**config.mk**
```make
export PLATFORM = sky130hd
export DESIGN_NAME = mac_acc_pipe
export DESIGN_NICKNAME = d
export VERILOG_FILES = /design/src/rtl/mac_pkg.sv /design/src/rtl/mac_adder_tree.sv /design/src/rtl/mac_acc_pipe.sv
export SDC_FILE = /design/constraint.sdc
export NUM_CORES = 2
export LEC_CHECK = 0
export ABC_AREA = 1
export CAP_MARGIN = 10
export CORE_ASPECT_RATIO = 1.25
export CORE_MARGIN = 2
export CORE_UTILIZATION = 55
export DETAILED_ROUTE_END_ITERATION = 8
export PLACE_DENSITY = 0.76
export SETUP_SLACK_MARGIN = 0.1
export SYNTH_ARGS = -nofsm -noshare
export SYNTH_HDL_FRONTEND = slang
export SYNTH_SLANG_ARGS = --single-unit
```
**constraint.sdc**
```tcl
create_clock -name clk -period 42 [get_ports clk]
set_clock_uncertainty 0.2 [all_clocks]
set_input_delay 8.4 -clock clk [delete_from_list [all_inputs] [get_ports clk]]
set_output_delay 8.4 -clock clk [all_outputs]
set_load 0.1 [all_outputs]
```
**src/rtl/mac_pkg.sv**
```systemverilog
// Shared helpers for the pipelined MAC: sizing, lane slicing and saturating add.
package mac_pkg;

    // Widest accumulator the saturating adder supports.
    localparam int MAXW = 64;

    typedef struct packed {
        logic [MAXW-1:0] sum;
        logic            sat;
    } sat_res_t;

    function automatic int clog2(input int v);
        int r;
        r = 0;
        while ((1 << r) < v) r++;
        return r;
    endfunction

    // Exact width of a full-beat dot product.
    function automatic int pw_of(input int dw, input int lanes);
        return 2 * dw + clog2(lanes);
    endfunction

    // MSB of lane `lane` in a packed vector; lane 0 sits in the top bits.
    function automatic int lane_msb(input int lane, input int lanes, input int w);
        return (lanes - lane) * w - 1;
    endfunction

    // Add two width-w values (already extended to MAXW+1 bits in their own
    // signedness) and clamp the result into the width-w range.
    function automatic sat_res_t sat_add(input logic signed [MAXW:0] a,
                                         input logic signed [MAXW:0] b,
                                         input int w,
                                         input logic sgn);
        logic signed [MAXW+1:0] s;
        logic signed [MAXW+1:0] hi;
        logic signed [MAXW+1:0] lo;
        logic signed [MAXW+1:0] one;
        sat_res_t r;
        one    = '0;
        one[0] = 1'b1;
        s      = {a[MAXW], a} + {b[MAXW], b};
        hi     = (one <<< (sgn ? w - 1 : w)) - one;
        lo     = sgn ? -(one <<< (w - 1)) : '0;
        r.sat  = 1'b1;
        if (s > hi) begin
            r.sum = hi[MAXW-1:0];
        end else if (s < lo) begin
            r.sum = lo[MAXW-1:0];
        end else begin
            r.sum = s[MAXW-1:0];
            r.sat = 1'b0;
        end
        return r;
    endfunction

endpackage

```
**src/rtl/mac_adder_tree.sv**
```systemverilog
// Combinational binary reduction of LANES products into one full-precision sum.
module mac_adder_tree
    import mac_pkg::*;
#(
    parameter int LANES  = 16,
    parameter int IW     = 16,
    parameter int SIGNED = 0
) (
    input  logic [LANES*IW-1:0]           prod_i,
    output logic [IW+clog2(LANES)-1:0]    sum_o
);

    localparam int LV = clog2(LANES);
    localparam int OW = IW + LV;

    // Level 0 holds the extended products; each later level halves the node count.
    // Every node carries the final width so no level can overflow.
    for (genvar l = 0; l <= LV; l++) begin : g_lvl
        localparam int N = LANES >> l;
        logic [OW-1:0] node [N];
        if (l == 0) begin : g_leaf
            for (genvar i = 0; i < N; i++) begin : g_in
                localparam int M = lane_msb(i, LANES, IW);
                assign node[i] = {{(OW-IW){(SIGNED != 0) && prod_i[M]}}, prod_i[M -: IW]};
            end
        end else begin : g_add
            for (genvar j = 0; j < N; j++) begin : g_node
                assign node[j] = g_lvl[l-1].node[2*j] + g_lvl[l-1].node[2*j+1];
            end
        end
    end

    assign sum_o = g_lvl[LV].node[0];

endmodule

```
**src/rtl/mac_acc_pipe.sv**
```systemverilog
// Four-stage multiply / adder-tree / saturating-accumulate pipeline with a
// global stall driven by the result handshake.
module mac_acc_pipe
    import mac_pkg::*;
#(
    parameter int LANES  = 16,
    parameter int DW     = 8,
    parameter int ACC_W  = 32,
    parameter int SIGNED = 0
) (
    input  logic                  clk,
    input  logic                  rst,
    input  logic                  in_valid,
    output logic                  in_ready,
    input  logic                  in_last,
    input  logic [LANES*DW-1:0]   pixels_in,
    input  logic [LANES*DW-1:0]   weights_in,
    output logic                  out_valid,
    input  logic                  out_ready,
    output logic [ACC_W-1:0]      sum_out,
    output logic                  overflow
);

    localparam int PW  = pw_of(DW, LANES);
    localparam int PRW = 2 * DW;

    logic                   en;
    logic                   vld_a_q, last_a_q;
    logic [LANES*DW-1:0]    pix_a_q, wgt_a_q;
    logic                   vld_b_q, last_b_q;
    logic [LANES*PRW-1:0]   prod_b_d, prod_b_q;
    logic                   vld_c_q, last_c_q;
    logic [PW-1:0]          tree_c_d, tree_c_q;
    logic [ACC_W-1:0]       acc_d, acc_q, sum_d, sum_q;
    logic                   sticky_d, sticky_q, ovf_d, ovf_q, out_vld_d, out_vld_q;
    logic signed [MAXW:0]   acc_x, tree_x;
    sat_res_t               sat_r;

    // A held result freezes the whole pipe; nothing advances until it is taken.
    assign en        = !(out_vld_q && !out_ready);
    assign in_ready  = en && !rst;
    assign out_valid = out_vld_q;
    assign sum_out   = sum_q;
    assign overflow  = ovf_q;

    // Stage A: capture the incoming beat.
    always_ff @(posedge clk or posedge rst) begin
        if (rst) begin
            vld_a_q  <= 1'b0;
            last_a_q <= 1'b0;
            pix_a_q  <= '0;
            wgt_a_q  <= '0;
        end else if (en) begin
            vld_a_q  <= in_valid;
            last_a_q <= in_last;
            pix_a_q  <= pixels_in;
            wgt_a_q  <= weights_in;
        end
    end

    // Per-lane products; operands are extended to full product width first so a
    // plain multiply yields the correct low bits for either signedness.
    always_comb begin
        prod_b_d = '0;
        for (int i = 0; i < LANES; i++) begin
            logic [DW-1:0] p, w;
            p = pix_a_q[lane_msb(i, LANES, DW) -: DW];
            w = wgt_a_q[lane_msb(i, LANES, DW) -: DW];
            prod_b_d[lane_msb(i, LANES, PRW) -: PRW] =
                {{DW{(SIGNED != 0) && p[DW-1]}}, p} * {{DW{(SIGNED != 0) && w[DW-1]}}, w};
        end
    end

    // Stage B: register the products.
    always_ff @(posedge clk or posedge rst) begin
        if (rst) begin
            vld_b_q  <= 1'b0;
            last_b_q <= 1'b0;
            prod_b_q <= '0;
        end else if (en) begin
            vld_b_q  <= vld_a_q;
            last_b_q <= last_a_q;
            prod_b_q <= prod_b_d;
        end
    end

    mac_adder_tree #(
        .LANES  (LANES),
        .IW     (PRW),
        .SIGNED (SIGNED)
    ) u_tree (
        .prod_i (prod_b_q),
        .sum_o  (tree_c_d)
    );

    // Stage C: register the reduced beat sum.
    always_ff @(posedge clk or posedge rst) begin
        if (rst) begin
            vld_c_q  <= 1'b0;
            last_c_q <= 1'b0;
            tree_c_q <= '0;
        end else if (en) begin
            vld_c_q  <= vld_b_q;
            last_c_q <= last_b_q;
            tree_c_q <= tree_c_d;
        end
    end

    // Accumulate with saturation; a group's last beat retires to the output and
    // clears the accumulator so the next group can follow without a gap.
    always_comb begin
        acc_d     = acc_q;
        sticky_d  = sticky_q;
        sum_d     = sum_q;
        ovf_d     = ovf_q;
        out_vld_d = out_vld_q;
        acc_x     = {{(MAXW+1-ACC_W){(SIGNED != 0) && acc_q[ACC_W-1]}}, acc_q};
        tree_x    = {{(MAXW+1-PW){(SIGNED != 0) && tree_c_q[PW-1]}}, tree_c_q};
        sat_r     = sat_add(acc_x, tree_x, ACC_W, SIGNED != 0);
        if (en) begin
            // With en high a valid result is being accepted this edge.
            out_vld_d = 1'b0;
            if (vld_c_q) begin
                if (last_c_q) begin
                    sum_d     = sat_r.sum[ACC_W-1:0];
                    ovf_d     = sticky_q | sat_r.sat;
                    out_vld_d = 1'b1;
                    acc_d     = '0;
                    sticky_d  = 1'b0;
                end else begin
                    acc_d    = sat_r.sum[ACC_W-1:0];
                    sticky_d = sticky_q | sat_r.sat;
                end
            end
        end
    end

    // Stage D: accumulator, sticky flag and output registers.
    always_ff @(posedge clk or posedge rst) begin
        if (rst) begin
            acc_q     <= '0;
            sticky_q  <= 1'b0;
            sum_q     <= '0;
            ovf_q     <= 1'b0;
            out_vld_q <= 1'b0;
        end else begin
            acc_q     <= acc_d;
            sticky_q  <= sticky_d;
            sum_q     <= sum_d;
            ovf_q     <= ovf_d;
            out_vld_q <= out_vld_d;
        end
    end

endmodule

```
# [Word level (Yosys, flattened, before mapping)]
# Cells that the tools add are included.
[totals] regBits=605 latch_bits=0 ram_bits=0 rom_bits=0 in_bits=261 output_inout_bits=35 elab_cells=66 mem_count=0
[op_classes] n_addsub=16 n_mul=16 div_mod_pow=0 magnitude_cmp=2 eq_ne=0 shift=0 n_mux=8 bitwise=2 n_reduce_logical=7
[ops] operator="$mul A8 B8 Y16" n=16
[ops] operator="$add A20 B20 Y20" n=7
[ops] operator="$add A16 B16 Y17" n=8
[ops] operator="$mux W32" n=3
[ops] operator="$add A32 B20 Y33" n=1
[ops] operator="$gt A33 B32 Y1 const B" n=1
[ops] operator="$lt A33 B1 Y1 const B" n=1
[ops] operator="$mux W1" n=5
[ops] operator="$logic_not A1 Y1" n=3
[ops] operator="$reduce_and A3 Y1" n=1
[ops] operator="$logic_and A1 B1 Y1" n=2
[ops] operator="$reduce_and A2 Y1" n=1
[ops] operator="$not A1 Y1" n=1
[ops] operator="$or A1 B1 Y1" n=1

# [Logic depth before layout (Yosys ltp)]
[logic_depth] ltp_word=6 depth_mapped=27 depth_no_buf=27

# [Modules after synthesis]
# Synthesis repeated with hierarchy kept, for this count alone.
[hier_totals] cells_unflattened=9464 hier_area_um2=69186.4
[by_module_without_submodules] mod="mac_acc_pipe" n_inst=1 cells_per_inst=8219 area_per_inst_um2=60440.5 seq_area_each_um2=15139.5
[by_module_without_submodules] mod="mac_adder_tree" n_inst=1 cells_per_inst=1245 area_per_inst_um2=8745.9 seq_area_each_um2=0.0

# [Worst setup path after synthesis]
# OpenSTA, ideal clock, no wires.
[synth_timing] path_kind="input port to output port" from="in out_ready" to="out in_ready" arrival_ns=10.223 required_ns=33.400 path_slack_ns=23.177 path_stages=5 path_cell_list="nor2_2 > buf_2 > buf_2 > buf_1 > nor2_1"
[synth_via] elab_chain_len=4
[synth_rtl] element="start: declaration" line_no="mac_acc_pipe.sv:19" rtl="input logic out_ready,"
[synth_rtl] element="$logic_not A1 Y1" line_no="mac_acc_pipe.sv:40" rtl="assign en = !(out_vld_q && !out_ready);"
[synth_rtl] element="$logic_and A1 B1 Y1" line_no="mac_acc_pipe.sv:40"
[synth_rtl] element="$logic_not A1 Y1" line_no="mac_acc_pipe.sv:40"
[synth_rtl] element="$logic_and A1 B1 Y1" line_no="mac_acc_pipe.sv:41" rtl="assign in_ready = en && !rst;"
[synth_rtl] element="end: declaration" line_no="mac_acc_pipe.sv:14" rtl="output logic in_ready,"
# Every way passes these cells.

# [Worst setup path in the final report]
# Same ends and word-level chain as after synthesis.

==> flow_summary_export.csv <==
group,metric,value,unit
run_status,status,"completed",
critical_path,path_buf_inv,2,
critical_path,critPathLaunchType,"input pin",
worst_hold_path,min_from,"sum_out[27]",
detailed_routing,finalWirelength,166000,um
detailed_routing,vias,56240,
sta,drv_slew,0,
sta,worst_slew_margin_rel,14.3,%
cts,clk_latency,690,ps
sta,finalSetupTns,0,ps
critical_path,rr_startpoint,"prod_b_q[64]",
placement,port_buffers,295,
synth,yosys_warnings,0,
cts,hold_buffers,0,
run,drv_cap,0,
cts,cts_sinks,605,
cts,clk_pin_slew,60,ps
floorplan,io_pins,296,
synth,postSynthCellCount,9131,
sta,hold_viol_final,0,
critical_path,cp_common_cell,"clkdlybuf4s50_1",
critical_path,critPathCaptureType,"output pin",
detailed_routing,firstDrtPassIters,6,
cts,cts_tree,"done",
final_layout,n_antenna_cell,0,
detailed_routing,wl_per_cell,15.4,um
critical_path,crit_path_max_incr_delay,980,ps
sta,setup_violations,0,
synth,synth.ff_latch_count,605,
cts,cts_setup_buffers,0,
floorplan,dieArea,127000,um^2
sta,fmax,0.0529,GHz
critical_path,path_class,"in -> out",
global_route,track_usage,26.7,%
worst_hold_path,worstHoldEndpoint,"sum_out[27]",
worst_hold_path,hold_path_depth,2,
final_layout,multi_input_area,44400,um^2
floorplan,core.rowCount,144,
critical_path,crit_chain,"clkdlybuf4s50_1, nor2_4, nor2_1, clkdlybuf4s50_1",
cts,post_cts_resize_count,0,
critical_path,r2r_cells,24,
synth,syn_nets,10822,
cts,cts_max_level,3,
floorplan,core_area,123000,um^2
final_layout,fillerInstances,10990,
synth,synth_area_per_cell,7.46,um^2
critical_path,cp_max_fo,2,
sta,worst_slew_pin_slew,1290,ps
worst_hold_path,min_path_type,"reg -> reg",
global_route,grt_max_degree,221,
critical_path,critPathTopFamily,"buffers and inverters",
floorplan,chipWidth,319,um
cts,cts_buffers,73,
synth,synth.distinct_cells,43,
critical_path,crit_cells,4,
global_route,grt_overflow_total,0,
detailed_routing,first_iter_violations,3391,
sta,min_period,18900,ps
critical_path,timing.rr.end,"tree_c_q[12]",
floorplan,die_y,397,um
final_layout,drive_above_1_share,2.09,%
synth,post_synth_instance_area,68100,um^2
cts,root_buffer,"clkbuf_16",
critical_path,slowest_stage,"clkdlybuf4s50_1",
sta,fin_crit_sh,45.0,%
global_route,grt_pass1_vias,57714,
detailed_routing,drc_errors,0,
placement,gp_congestion,0.935,
final_layout,area_growth,8.90,%
final_layout,regArea,15100,um^2
synth,yosysSeqAreaShare,22.2,%
final_layout,final_common_cell,"nand2_1",
detailed_routing,via_per_inst,5.21,
critical_path,r2r_setup_slack,35980,ps
floorplan,start_util,55.3,%
final_layout,num-nets-final,10818,
final_layout,most-common-layout-cells,"3,072 x nand2_1, 1,872 x inv_1, 744 x ha_1, 686 x fa_1, 605 x dfrtp_1",
critical_path,cp.arrival,10300,ps
sta,rsz0062_at_grt,"no",
placement,hpwl,132000,um
cts,cts_buffer_depth,3,
critical_path,crit_required,33400,ps
global_route,grt_pass1_wl,280000,um
global_route,antenna_found_initial,0,
detailed_routing,ant_nets,0,
## tightest hold or removal path, delay by kind of cell (launching register included)
family | cells | cell delay [ps]
simple gates | 2 | 100
flops | 1 | 340
## stage by stage
step	area [um^2]	setup slack (ps)	util, %	hold slack (ps)	cells
after floorplan	68100	16460	-	253	9131
after global placement	71700	23090	58.3	265	10658
after detailed placement	71700	23090	58.3	266	10658
after CTS	74200	23090	60.3	282	10792
after global routing	74200	23050	60.3	298	10792
final	74200	23100	60.3	279	10792
## cell usage after synthesis
cell / number / area [um^2]
a31o_2: 1 / 8.76
o2111ai_1: 2 / 17.5
o21ai_0: 310 / 1550
o21a_1: 9 / 67.6
dfrtp_1: 605 / 15100
fa_1: 686 / 13700
nand3_2: 9 / 90.1
inv_1: 1874 / 7030
o21bai_1: 30 / 225
buf_6: 4 / 45.0
a22o_1: 5 / 43.8
nand4_1: 46 / 288
xor2_1: 148 / 1300
inv_2: 2 / 7.51
nor3_4: 1 / 16.3
nand2_2: 7 / 43.8
o211ai_2: 1 / 12.5
a31oi_2: 3 / 37.5
o211ai_1: 4 / 30.0
a211oi_1: 3 / 22.5
nand2_4: 1 / 11.3
nor2_1: 242 / 908
o31ai_1: 7 / 52.6
nand2_1: 3072 / 11500
nor3_1: 82 / 410
buf_1: 18 / 67.6
clkbuf_1: 325 / 1220
buf_2: 42 / 210
nor2_2: 2 / 12.5
xnor2_1: 56 / 490
a21o_1: 25 / 188
nor4_1: 2 / 12.5
o22a_1: 1 / 8.76
or2_2: 25 / 156
buf_4: 3 / 22.5
nand3b_1: 8 / 60.1
a31oi_1: 60 / 375
and2_1: 1 / 6.26
a21boi_0: 5 / 37.5
ha_1: 744 / 9310
nand3_1: 329 / 1650
o31a_1: 1 / 8.76
a21oi_1: 330 / 1650
## worst max-delay path by stage
| stage | start | endpoint | slack [ps] |
|---|---|---|---|
| 5_1_grt | out_ready | in_ready | 23050 |
| 3_3_place_gp | out_ready | in_ready | 23090 |
| 6_report | out_ready | in_ready | 23100 |
| 2_1_floorplan | rst | acc_q[0] | 16460 |
| 3_5_place_dp | out_ready | in_ready | 23090 |
| 4_1_cts | out_ready | in_ready | 23090 |
## area by class of cell
cell class | instances | share of cell area [%]
Sequential cell | 605 | 20.4
Multi-Input combinational cell | 6258 | 59.8
Timing Repair Buffer | 313 | 4.21
Clock buffer | 98 | 2.71
Tap cell | 1606 | 2.71
Clock inverter | 36 | 0.609
Inverter | 1876 | 9.51
## registers in the layout, indices dropped and copies added, names as in the netlist
name       cells
last_a_q       1
prod_b_q     256
out_valid      1
vld_c_q        1
acc_q         32
pix_a_q      128
last_b_q       1
vld_b_q        1
last_c_q       1
sticky_q       1
sum_out       32
wgt_a_q      128
tree_c_q      20
overflow       1
vld_a_q        1
## metal layers
layer,GRT usage [%],wire length (um),share of wire [%],up-vias
li1,-,-,-,27543
met1,31.8,67100,40,27078
met2,49.5,86100,52,1286
met3,2.93,6770,4.1,333
met4,10.0,5670,3.4,0
met5,0,0,0,-
## cell families (layout without fill, tap and decap cells)
kind of cell	after synthesis	count (layout)	share of synthesized area, %
AO/OA/AOI/OAI	797	797	6.37
XOR/XNOR	204	204	2.62
adder cells (fa/ha/maj)	1430	1430	33.8
buffers and inverters	2268	2323	12.6
flip-flops	605	605	22.2
AND/OR/NAND/NOR	3827	3827	22.3
Power is left out: the tool's default activity adds up to more than one toggle a clock period on the data nets, which glitch-free logic cannot reach.
